**src/rtl/instr_issue_queue.sv**
```systemverilog
// In-order instruction/operand issue queue: valid/ready FIFO that drops and counts NOP opcodes.
// Optional even-parity check on accepted entries when ISSUE_PARITY_EN is defined.
module instr_issue_queue #(
  parameter int WIDTH = 32,
  parameter int DEPTH = 8,
  parameter int CNT_W = 16
) (
  input  logic                     clk,
  input  logic                     rst,
  input  logic                     flush,
  input  logic                     in_valid,
  output logic                     in_ready,
  input  logic [7:0]               in_opcode,
  input  logic [23:0]              in_addr,
  input  logic [WIDTH-1:0]         in_data,
  output logic                     out_valid,
  input  logic                     out_ready,
  output logic [7:0]               out_opcode,
  output logic [23:0]              out_addr,
  output logic [WIDTH-1:0]         out_data,
  output logic [$clog2(DEPTH):0]   count,
  output logic [CNT_W-1:0]         nop_cnt
`ifdef ISSUE_PARITY_EN
  ,
  input  logic                     in_parity,
  output logic                     parity_err
`endif
);

  localparam int PW = $clog2(DEPTH);
  localparam int CW = PW + 1;
  localparam logic [PW-1:0]    PTR_ONE = 1;
  localparam logic [CW-1:0]    CNT_ONE = 1;
  localparam logic [CW-1:0]    FULL    = CW'(DEPTH);
  localparam logic [CNT_W-1:0] NOP_ONE = 1;

  logic [7:0]       mem_op   [DEPTH];
  logic [23:0]      mem_addr [DEPTH];
  logic [WIDTH-1:0] mem_data [DEPTH];
  logic [PW-1:0]    wr_ptr, rd_ptr;

  logic accept, par_ok, do_push, do_pop, is_nop;

`ifdef ISSUE_PARITY_EN
  assign par_ok = ~^{in_opcode, in_addr, in_parity};
`else
  assign par_ok = 1'b1;
`endif

  assign in_ready  = (count != FULL);
  assign out_valid = (count != '0);
  assign accept    = in_valid && in_ready && !flush;
  assign is_nop    = (in_opcode == 8'h00);
  assign do_push   = accept && par_ok && !is_nop;
  assign do_pop    = out_valid && out_ready && !flush;

  // Head is read straight from registered storage, so a push is visible one edge later.
  assign out_opcode = mem_op[rd_ptr];
  assign out_addr   = mem_addr[rd_ptr];
  assign out_data   = mem_data[rd_ptr];

  always_ff @(posedge clk or posedge rst) begin
    if (rst) begin
      wr_ptr <= '0;
      rd_ptr <= '0;
      count  <= '0;
      for (int i = 0; i < DEPTH; i++) begin
        mem_op[i]   <= '0;
        mem_addr[i] <= '0;
        mem_data[i] <= '0;
      end
    end else if (flush) begin
      wr_ptr <= '0;
      rd_ptr <= '0;
      count  <= '0;
    end else begin
      if (do_push) begin
        mem_op[wr_ptr]   <= in_opcode;
        mem_addr[wr_ptr] <= in_addr;
        mem_data[wr_ptr] <= in_data;
        wr_ptr           <= wr_ptr + PTR_ONE;
      end
      if (do_pop)
        rd_ptr <= rd_ptr + PTR_ONE;
      case ({do_push, do_pop})
        2'b10:   count <= count + CNT_ONE;
        2'b01:   count <= count - CNT_ONE;
        default: count <= count;
      endcase
    end
  end

  always_ff @(posedge clk or posedge rst) begin
    if (rst)
      nop_cnt <= '0;
    else if (flush)
      nop_cnt <= '0;
    else if (accept && par_ok && is_nop && (nop_cnt != '1))
      nop_cnt <= nop_cnt + NOP_ONE;
  end

`ifdef ISSUE_PARITY_EN
  always_ff @(posedge clk or posedge rst) begin
    if (rst)
      parity_err <= 1'b0;
    else if (flush)
      parity_err <= 1'b0;
    else if (accept && !par_ok)
      parity_err <= 1'b1;
  end
`endif

endmodule

```
**config.mk**
```make
export PLATFORM = sky130hd
export DESIGN_NAME = instr_issue_queue
export DESIGN_NICKNAME = d
export VERILOG_FILES = /design/src/rtl/instr_issue_queue.sv
export SDC_FILE = /design/constraint.sdc
export NUM_CORES = 1
export LEC_CHECK = 0
export CORE_MARGIN = 10
export CORE_UTILIZATION = 47
export DETAILED_ROUTE_END_ITERATION = 8
export HOLD_SLACK_MARGIN = 0.1
export PLACE_DENSITY = 0.66
export SYNTH_ARGS = -nofsm -noshare
export SYNTH_HDL_FRONTEND = slang
export SYNTH_SLANG_ARGS = --single-unit
```
**constraint.sdc**
```tcl
create_clock -name clk -period 52.2 [get_ports clk]
set_clock_uncertainty 0.05 [all_clocks]
set_input_delay 7.83 -clock clk [delete_from_list [all_inputs] [get_ports clk]]
set_output_delay 7.83 -clock clk [all_outputs]
set_load 0.01 [all_outputs]
```
### Word level (Yosys, flattened, before mapping)

Cells that the tools add are included.

* input port bits: 69
* register bits after elaboration: 538
* output and inout bits: 86
* word-level logic and storage cells: 86

* equality and inequality tests: 4
* bitwise operators: 3
* magnitude comparators: 3
* reduce and logical (&&, ||, !) cells: 17
* mux-type cells: 26
* add/subtract/negate cells: 5

Operator list (count)
* bitwise mux 256 bit: 1
* bitwise mux 192 bit: 1
* binary-select mux 32 bit (select 3 bit): 1
* demux 32 bit (select 3 bit): 1
* 2-to-1 mux 32 bit: 3
* binary-select mux 24 bit (select 3 bit): 1
* demux 24 bit (select 3 bit): 1
* 2-to-1 mux 24 bit: 3
* bitwise mux 64 bit: 1
* 2-to-1 mux 16 bit: 2
* binary-select mux 8 bit (select 3 bit): 1
* demux 8 bit (select 3 bit): 1
* 2-to-1 mux 8 bit: 3
* adder 16 x 1 -> 16 bit, second input constant: 1
* != test 16 bit, second input constant: 1
* 2-to-1 mux 3 bit: 4
* >= comparator 4 bit, second input constant: 2
* logical AND 1 bit: 8
* logical NOT 8 bit: 1
* NOT 3 -> 4 bit: 2
* case mux 4 bit (2 select lines): 1
* adder 3 x 1 -> 3 bit, second input constant: 2
* nonzero test 2 bit: 3
* adder 4 x 1 -> 4 bit, second input constant: 1
* 11 further kinds: 12

### Logic depth before layout (Yosys ltp)

Gate-level depths: netlist of the first run.

* word-level depth: 7
* mapped depth: 11
* gate-level depth less buffers: 10

### Worst setup path before layout of the first run

No wires, ideal clock.

* path type: in2reg
* start: in in_opcode[0]
* end: reg count[3]
* slack: 42.271 ns
* arrival time: 9.754 ns
* setup time: 0.125 ns
* required time: 52.025 ns
* path buffers: 0
* stages: 8
* cells stage by stage: nor4_4 and2_1 nor2_2 nor3_1 ha_1 a31oi_1 a2bb2oi_1 mux2_2

* longest elaborated chain between the ends: 6
* elaborated cells between the ends (all ways): 8
* those cells by class: eq/ne (2); mux (2); reduce/logical (4)

RTL lines
* start, declared: line 13 `input logic [7:0] in_opcode,`
* logical NOT 8 bit (*): line 53 `assign is_nop = (in_opcode == 8'h00);`
* logical NOT 1 bit (*): line 54 `assign do_push = accept && par_ok && !is_nop;`
* logical AND 1 bit (*): line 54
* equality test 2 x 1 -> 1 bit or equality test 2 bit (tied branches): line 85 `case ({do_push, do_pop})`
* case mux 4 bit (2 select lines): line 85
* 2-to-1 mux 4 bit: line 72 `end else if (flush) begin`
* end signal, assigned: line 86 `2'b10: count <= count + CNT_ONE;`
* end signal, assigned: line 87 `2'b01: count <= count - CNT_ONE;`
* end signal, assigned: line 88 `default: count <= count;`
* end, declared: line 21 `output logic [$clog2(DEPTH):0] count,`

Every way passes the cells marked *; elsewhere a longest branch is shown, timed or not.
A chain may end at the register's enable or synchronous reset.

### Worst setup path in the final report of the first run

* start: reg rd_ptr[0]
* end: out out_opcode[7]

* longest elaborated chain between the ends: 4

RTL lines
* start, declared: line 40 `logic [PW-1:0] wr_ptr, rd_ptr;`
* start signal, assigned: line 84 `rd_ptr <= rd_ptr + PTR_ONE;`
* NOT 3 -> 4 bit (not written as such): line 58 `assign out_opcode = mem_op[rd_ptr];`
* binary-select mux 8 bit (select 3 bit): line 58
* 2-to-1 mux 8 bit (not written as such) (2 in a row): line 58
* end, declared: line 18 `output logic [7:0] out_opcode,`

No other way between the ends. The select of a mux whose other input is x is not followed.

==> flow_summary.yaml, run 1 <==
synth:
  synth_top_family_by_area: "multiplexers"
  synth_compound_area_frac: 0.00631
  synthCells: 1484
  ys_seq_area_frac: 0.535
  synth_xor_area_frac: 0.00348
  netlist_area_um2: 25200
  postSynthAreaPerCell_um2: 17.0
  synth.ff_latch_count: 538
  synthMuxAreaShare: 0.394
  yosys_warnings: 0
  ys_types: 59
  synth_simple_gate_area_share: 0.0257
  synthAdderAreaFrac: 0.00248
  syn_nets: 1558
timing:
  finalWorstPathRequiredPeriod_ns: 12.08
  hold_violations: 0
  setup_viol: 0
  worst_pin_slew_ns: 1.08
  drv_slew: 0
  setup-tns-final_ns: 0
  slew_headroom: 0.279
  finalCritPeriodShare: 0.231
  rsz0062_at_grt: "no"
  max_freq_ghz: 0.0828
critical_path:
  startpoint_type: "flop"
  cp.arrival_ns: 4.20
  reg2reg_from: "count[1]"
  cp_max_fo: 39
  cp.required_ns: 44.32
  critPathLaunch: "rd_ptr[0]"
  critPathCaptureType: "primary output"
  crit_type: "flop to primary output"
floorplanning:
  ios: 155
  num_rows: 84
  coreArea_um2: 52800
  chipWidth_um: 251
  start_util: 0.477
  dieHeight_um: 251
  die_area_um2: 63200
power_and_ir_drop:
  p_sw_frac: 0.272
  p_sw_w: 0.000382
  p_seq_frac: 0.402
  peakVddDrop_mv: 0.0325
  p_comb_frac: 0.304
  p_per_area_nw_per_um2: 48.5
  clkPwrFrac: 0.294
  p_int_w: 0.00102
  p_leak_nw: 13.0
cts:
  clockBufferDepth: 3
  clk_pin_slew_worst_paths_ns: 0.06
  ctsHoldBuffers: 0
  h-tree-depth: 2
  cts_setup_buffers: 0
  numCtsBuffers: 58
  post_cts_resized: 0
  numClockSinks: 538
  cts_tree: "done"
  clk-insertion-delay-late_ns: 0.61
  cts_root_buf: "clkbuf_16"
final_layout:
  areaGrowthSynthToFinish_pct: 14.9
  fin_area_um2: 28900
  drive_above_1_share: 0.499
  fin_nets: 1702
routing:
  drc: 0
  drt-initial-drc-count: 677
  vias: 13400
  first_pass_iters: 4
  drt_wl_total_um: 54900
  post_drt_wl_per_cell_um: 23.3
  antenna_left: 0
  vias_per_cell: 5.66
global_route:
  grt_max_degree: 196
  track_usage: 0.175
  grt-ovfl-total: 0
  grt_pass1_vias: 14700
  antenna_found_initial: 6
  grt_pass1_wl_um: 87900
place:
  dp_hpwl_um: 31700
  io_buffer_count: 154
  routabilityCongestion: 0.733
  place_area_um2: 27000
hold_path:
  hold_start: "mem_addr[21]"
  hold_class: "flop to flop"
job:
  max-cap-violations: 0
run_status:
  outcome: "complete, no violations"
[state kept, by name (all words and copies together) (netlist names)]
register / count
nop_cnt: 16
rd_ptr: 3
mem_data: 256
mem_addr: 192
mem_op: 64
wr_ptr: 3
count: 4
[metal layers]
layer / routed length, um / global-route usage / share of wire / up-vias
met4: 800 / 0.0391 / 0.015 / 10
li1: - / - / - / 5853
met3: 2230 / 0.0316 / 0.041 / 66
met2: 27000 / 0.292 / 0.49 / 200
met1: 24800 / 0.235 / 0.45 / 7241
met5: 59 / 0 / 0.0011 / -
[cell type report]
class	count	area, um2
Fill cell	4241	23800
Sequential cell	538	13500
Multi-Input combinational cell	846	10900
Clock buffer	89	1750
Timing Repair Buffer	179	1740
Tap cell	688	861
Clock inverter	16	184
Inverter	5	26.3
Antenna cell	1	2.50
[cell families (layout without fill, tap and decap cells)]
logic type,count (synthesis),in the layout
AND/OR/NAND/NOR,94,94
adder cells (fa/ha/maj),5,5
flip-flops,538,538
other,0,1
buffers and inverters,100,289
multiplexers,714,714
XOR/XNOR,10,10
AO/OA/AOI/OAI,23,23
[metrics by stage]
| stage | hold WS (ns) | setup WS [ns] | std cells | util | power [W] |
|---|---|---|---|---|---|
| after global placement | 0.419 | 40.48 | 2256 | 0.512 | 0.000996 |
| after floorplan | 0.409 | 29.28 | 1484 | - | 0.000843 |
| after detailed placement | 0.428 | 40.38 | 2256 | 0.512 | 0.00101 |
| after CTS | 0.441 | 39.96 | 2361 | 0.548 | 0.00143 |
| final | 0.438 | 40.12 | 2362 | 0.548 | 0.00140 |
| after global routing | 0.448 | 39.79 | 2361 | 0.548 | 0.00148 |
[power by group through the flow]
stage | Sequential, W | Clock (W) | Combinational [W]
floorplan | 0.000548 | 0 | 0.000295
global placement | 0.000566 | 0 | 0.000429
detailed placement | 0.000571 | 0 | 0.000435
CTS | 0.000565 | 0.000423 | 0.000438
global route | 0.000577 | 0.000442 | 0.000461
finish | 0.000565 | 0.000413 | 0.000427
[placed cells by master (no fill, tap or decap), types with 4 or more instances in the layout]
cell type        synthesis  layout
xor2_1                   4       4
dfrtp_1                538     535
mux2_1                  12      12
nor3_1                   5       5
nand3_1                 13      13
nand2_1                 11      11
nand4_1                  4       4
buf_4                   14      24
clkdlybuf4s50_1          0     154
clkbuf_8                 1      16
a21oi_1                  7       7
nor2_1                  22      22
clkbuf_1                18      14
mux2_2                 450     450
clkinv_2                 0      10
ha_1                     5       5
nor2b_1                  6       6
mux4_2                 128     128
clkbuf_16                0      59
xnor2_1                  6       6
mux2_4                 120     120
mux2i_1                  4       4
inv_1                    5       4
[synthesized netlist by cell type, drive strengths merged]
cell     instances  area, um2
nor2            23       88.8
nand2           13       67.6
nor3             6       41.3
nor4b            3       56.3
a211oi           1       7.51
or4              3       22.5
a31oi            2       12.5
o21a             1       7.51
ha               5       62.6
o21ai            3       15.0
inv              5       18.8
o32a             1       10.0
or3              2       12.5
a21o             2       15.0
nand3           14       75.1
clkbuf          19       81.3
or4b             1       13.8
dfrtp          538      13500
nand3b           1       7.51
o31ai            2       15.0
nand2b           1       6.26
mux2i            4       40.0
a21oi            7       35.0
nor4             6       88.8
a41o             1       10.0
nand4b           2       17.5
buf             76        739
and2             3       21.3
nor2b            7       46.3
a21boi           1       7.51
a2bb2oi          1       8.76
or2b             1       7.51
xnor2            6       52.6
nand4            6       58.8
nor4bb           1       10.0
and3             1       6.26
xor2             4       35.0
mux4           128       2880
mux2           582       7000
a2111oi          1       15.0
[worst paths after layout]
path | endpoint | cells past startpoint | slack (ns)
setup / recovery | out_opcode[7] | 5 | 40.12
hold reg to reg | mem_addr[21] | 1 | 0.44
min in group asynchronous | mem_addr[176] | 2 | 7.73
setup reg to reg | mem_data[126] | 7 | 48.41
max in group asynchronous | mem_addr[63] | 4 | 41.90
hold / removal | mem_addr[21] | 1 | 0.44
[worst max-delay path, cell delays in order, from the launching register on]
cell and delay (ns):
dfrtp_4 0.72, buf_4 0.68, buf_4 0.74, mux4_2 0.59, mux2_2 0.31, clkdlybuf4s50_1 0.49
Power figures use the tool's default switching activity.
==> inputs of run 2 (changes only) <==
Settings changed: PLACE_DENSITY 0.66 to 0.68.
Clock period 52.2 ns to 10 ns, I/O delays scaled along.
==> flow_summary.yaml, run 2 (synthesis gave the netlist of run 1 again) <==
run_status:
  outcome: "complete, no violations"
floorplanning:
  die_area_um2: 63200
  chipWidth_um: 251
  start_util: 0.477
  dieHeight_um: 251
  ios: 155
  num_rows: 84
  coreArea_um2: 52800
cts:
  cts_root_buf: "clkbuf_16"
  h-tree-depth: 2
  clk_pin_slew_worst_paths_ns: 0.06
  cts_tree: "done"
  numClockSinks: 538
  clk-insertion-delay-late_ns: 0.61
  ctsHoldBuffers: 0
  numCtsBuffers: 57
  cts_setup_buffers: 0
  clockBufferDepth: 3
  post_cts_resized: 0
critical_path:
  cp_max_fo: 58
  r2r_end: "mem_data[227]"
  path_cells: "buf_4, mux4_2, mux2_2, clkdlybuf4s50_1"
  crit_type: "flop to primary output"
  path_depth: 4
  cp_top_family: "buffers and inverters"
  reg2reg_depth: 6
  worst-path-buf-inv: 2
  crit_path_top_delay_cell: "dfrtp_4"
  cp.arrival_ns: 3.85
  critPathCaptureType: "primary output"
  reg2reg_from: "count[1]"
  ff2ff_setup_slack_ns: 6.63
  max_stage_delay_ns: 1.11
  startpoint_type: "flop"
  cp.required_ns: 8.45
timing:
  finalCritPeriodShare: 0.540
  drv_slew: 0
  worst_pin_slew_ns: 1.15
  rsz0062_at_grt: "no"
  slew_headroom: 0.232
  worst_slack_ns: 4.60
  setup_viol: 0
  hold_violations: 0
  max_freq_ghz: 0.185
  setup-tns-final_ns: 0
  finalWorstPathRequiredPeriod_ns: 5.40
final_layout:
  drive_above_1_share: 0.498
  fin_area_um2: 28900
  mostFrequentLayoutCell: "dfrtp_1"
  final_cell_mix: "dfrtp_1 (535), mux2_2 (450), clkdlybuf4s50_1 (154)"
  largest_reg_flops: 256
  largest_register: "mem_data"
  reg_top3: "mem_data (256), mem_addr (192), mem_op (64)"
  areaGrowthSynthToFinish_pct: 14.8
  fin_nets: 1701
  utilization: 0.548
global_route:
  antenna_found_initial: 5
  grt_max_degree: 183
  grt_pass1_vias: 14800
  grt-ovfl-total: 0
  track_usage: 0.177
  grt_pass1_wl_um: 88900
place:
  place_ws_ns: 4.95
  routabilityCongestion: 0.768
  place_area_um2: 27000
  dp_hpwl_um: 31900
  io_buffer_count: 154
routing:
  vias_per_cell: 5.66
  drt_wl_total_um: 55500
  drt-initial-drc-count: 685
  drc: 0
  post_drt_wl_per_cell_um: 23.4
  first_pass_iters: 4
  antenna_left: 0
  vias: 13400
power_and_ir_drop:
  peakVddDrop_mv: 0.214
  p_per_area_nw_per_um2: 253
  p_leak_nw: 12.9
  total_power_w: 0.00730
hold_path:
  min_to: "mem_addr[23]"
  hold_start: "mem_addr[23]"
  hold_class: "flop to flop"
  min_path_cells: 1
job:
  max-cap-violations: 0
run 2: cell count changes in the layout (fill, tap and decap cells not counted):
| cell | change |
|---|---|
| diode_2 | +3 |
| clkbuf_1 | +2 |
| clkbuf_8 | -2 |
| clkinv_4 | +2 |
| clkinv_8 | -2 |
| clkinvlp_4 | +2 |
| inv_8 | -2 |
| buf_12 | +1 |
| buf_4 | -1 |
| clkinv_2 | -1 |
| inv_6 | +1 |
run 2: stage by stage:
step	hold WS [ns]	cells
2_1_floorplan	0.409	1484
3_3_place_gp	0.419	2256
3_5_place_dp	0.430	2256
4_1_cts	0.444	2361
5_1_grt	0.460	2362
6_report	0.438	2365
run 2: power by group:
part	leakage (nW)	switching, W	internal, W
Combinational	4.82	0.000822	0.00140
Sequential	7.18	0.000300	0.00266
Clock	0.937	0.000862	0.00126
Total	12.9	0.00198	0.00532
run 2: how the worst max path moves through the flow:
stage          slack, ns    startpoint            end
2_1_floorplan       1.13           rst       count[0]
3_3_place_gp        4.99  in_opcode[7]  mem_addr[188]
3_5_place_dp        4.95         flush  mem_data[173]
4_1_cts             4.54     rd_ptr[1]   out_data[12]
5_1_grt             4.46     rd_ptr[1]   out_data[12]
6_report            4.60     rd_ptr[1]   out_data[12]
run 2: area by class of cell:
type                    count  area [um2]
repair buffers            179        1750
multi-input cells         846       10900
clock inverters            16         169
fillers                  4196       23800
inverters                   5        22.5
diodes                      4        10.0
well taps                 688         861
clock buffers              89        1730
flip-flops and latches    538       13500
run 2: per-layer routing:
| layer | part of all wire | global-route usage | vias to the layer above |
|---|---|---|---|
| li1 | - | - | 5877 |
| met1 | 0.44 | 0.237 | 7210 |
| met2 | 0.49 | 0.293 | 217 |
| met3 | 0.043 | 0.0339 | 85 |
| met4 | 0.020 | 0.0464 | 6 |
| met5 | 0.00070 | 0 | - |
==> inputs of run 3 (changes only) <==
Settings changed: PLACE_DENSITY 0.68 to 0.66.
Clock period 10 ns to 5.4 ns, I/O delays scaled along.
==> flow_summary.yaml, run 3 (synthesis gave the netlist of run 1 again) <==
timing:
  drv_slew: 0
  finalWorstPathRequiredPeriod_ns: 4.12
  whs_ns: 0.437
  max_freq_ghz: 0.243
  worst_pin_slew_ns: 1.05
  slew_headroom: 0.301
  hold_violations: 0
  setup_viol: 0
  finalCritPeriodShare: 0.764
  rsz0062_at_grt: "no"
cts:
  clk-insertion-delay-late_ns: 0.61
  numClockSinks: 538
  cts_root_buf: "clkbuf_16"
  clockBufferDepth: 3
  post_cts_resized: 0
  numCtsBuffers: 57
  cts_tree: "done"
  clk_pin_slew_worst_paths_ns: 0.06
  cts_setup_buffers: 0
  ctsHoldBuffers: 0
  h-tree-depth: 2
global_route:
  track_usage: 0.176
  grt_pass1_vias: 14800
  grt_pass1_wl_um: 88700
  grt_max_degree: 184
  antenna_found_initial: 4
  grt-ovfl-total: 0
job:
  max-cap-violations: 0
final_layout:
  final_cells: 2366
  fin_nets: 1705
  areaGrowthSynthToFinish_pct: 15.5
  final_cell_mix: "dfrtp_1 (535), mux2_2 (450), clkdlybuf4s50_1 (154)"
  fin_area_um2: 29100
  drive_above_1_share: 0.501
  mostFrequentLayoutCell: "dfrtp_1"
  fillers: 4141
  largest_reg_flops: 256
  reg_top3: "mem_data (256), mem_addr (192), mem_op (64)"
  largest_register: "mem_data"
critical_path:
  crit_type: "flop to primary output"
  startpoint_type: "flop"
  critPathCaptureType: "primary output"
  max_stage_delay_ns: 0.88
  cp_max_fo: 36
  path_cells: "buf_12, mux4_2, mux2_2, clkdlybuf4s50_1"
  crit_path_top_delay_cell: "dfrtp_4"
  cp.arrival_ns: 3.26
  cp.required_ns: 4.54
routing:
  antenna_left: 0
  first_pass_iters: 4
  drt-initial-drc-count: 680
  post_drt_wl_per_cell_um: 23.1
  drt_wl_total_um: 54700
  vias_per_cell: 5.70
  drc: 0
  vias: 13500
place:
  dp.cells: 2260
  dp_hpwl_um: 31900
  io_buffer_count: 154
  place_area_um2: 27100
  routabilityCongestion: 0.741
hold_path:
  hold_class: "flop to flop"
power_and_ir_drop:
  p_int_w: 0.00999
  p_leak_nw: 13.0
  peakVddDrop_mv: 0.329
  p_comb_frac: 0.305
  clkPwrFrac: 0.295
  p_sw_frac: 0.271
  p_seq_frac: 0.400
  p_per_area_nw_per_um2: 470
  p_sw_w: 0.00370
floorplanning:
  die_area_um2: 63200
  chipWidth_um: 251
  ios: 155
  num_rows: 84
  coreArea_um2: 52800
  dieHeight_um: 251
  start_util: 0.477
run_status:
  outcome: "complete, no violations"
[run 3: cell type report]
cell class / count / area [um2] / share of cell area
Timing Repair Buffer: 183 / 1880 / 0.0647
Clock buffer: 90 / 1770 / 0.0609
Tap cell: 688 / 861 / 0.0296
Multi-Input combinational cell: 846 / 10900 / 0.375
Clock inverter: 15 / 184 / 0.00632
Inverter: 5 / 22.5 / 0.000774
Antenna cell: 1 / 2.50 / 0.0000860
Sequential cell: 538 / 13500 / 0.463
[run 3: metrics by stage]
step / TNS [ns] / utilization / setup slack [ns] / total power (W)
final: 0 / 0.552 / 1.28 / 0.0137
after global routing: 0 / 0.552 / 1.09 / 0.0144
after CTS: 0 / 0.552 / 1.15 / 0.0139
after detailed placement: 0 / 0.514 / 1.42 / 0.00981
after global placement: 0 / 0.514 / 1.49 / 0.00970
after floorplan: -1493.49 / - / -2.78 / 0.00815
[run 3: worst paths after layout]
check	start	end	slack, ns	cells after the start
worst max-delay path	rd_ptr[0]	out_opcode[5]	1.28	4
worst min-delay path	mem_op[7]	mem_op[7]	0.44	1
worst max register to register	count[1]	count[3]	2.41	8
worst min register to register	mem_op[7]	mem_op[7]	0.44	1
max in group asynchronous	rst	mem_addr[40]	3.58	3
min in group asynchronous	rst	nop_cnt[13]	0.45	2
[run 3: worst max-delay path: cells and delay by family, from the launching register on]
family                 cells  cell delay (ns)
muxes                      2             0.90
DFF                        1             0.88
buffers and inverters      2             0.88
[run 3: routing by layer]
| metal | vias to the layer above | wire, um | GRT usage |
|---|---|---|---|
| li1 | 5867 | - | - |
| met3 | 74 | 1980 | 0.0325 |
| met5 | - | 34 | 0 |
| met2 | 198 | 27000 | 0.291 |
| met1 | 7341 | 24700 | 0.237 |
| met4 | 4 | 920 | 0.0443 |
[run 3: power by group through the flow]
stage	logic (W)	clock network, W	registers, W
finish	0.00418	0.00403	0.00548
global route	0.00451	0.00430	0.00561
CTS	0.00428	0.00414	0.00549
detailed placement	0.00425	0	0.00555
global placement	0.00420	0	0.00550
floorplan	0.00285	0	0.00530
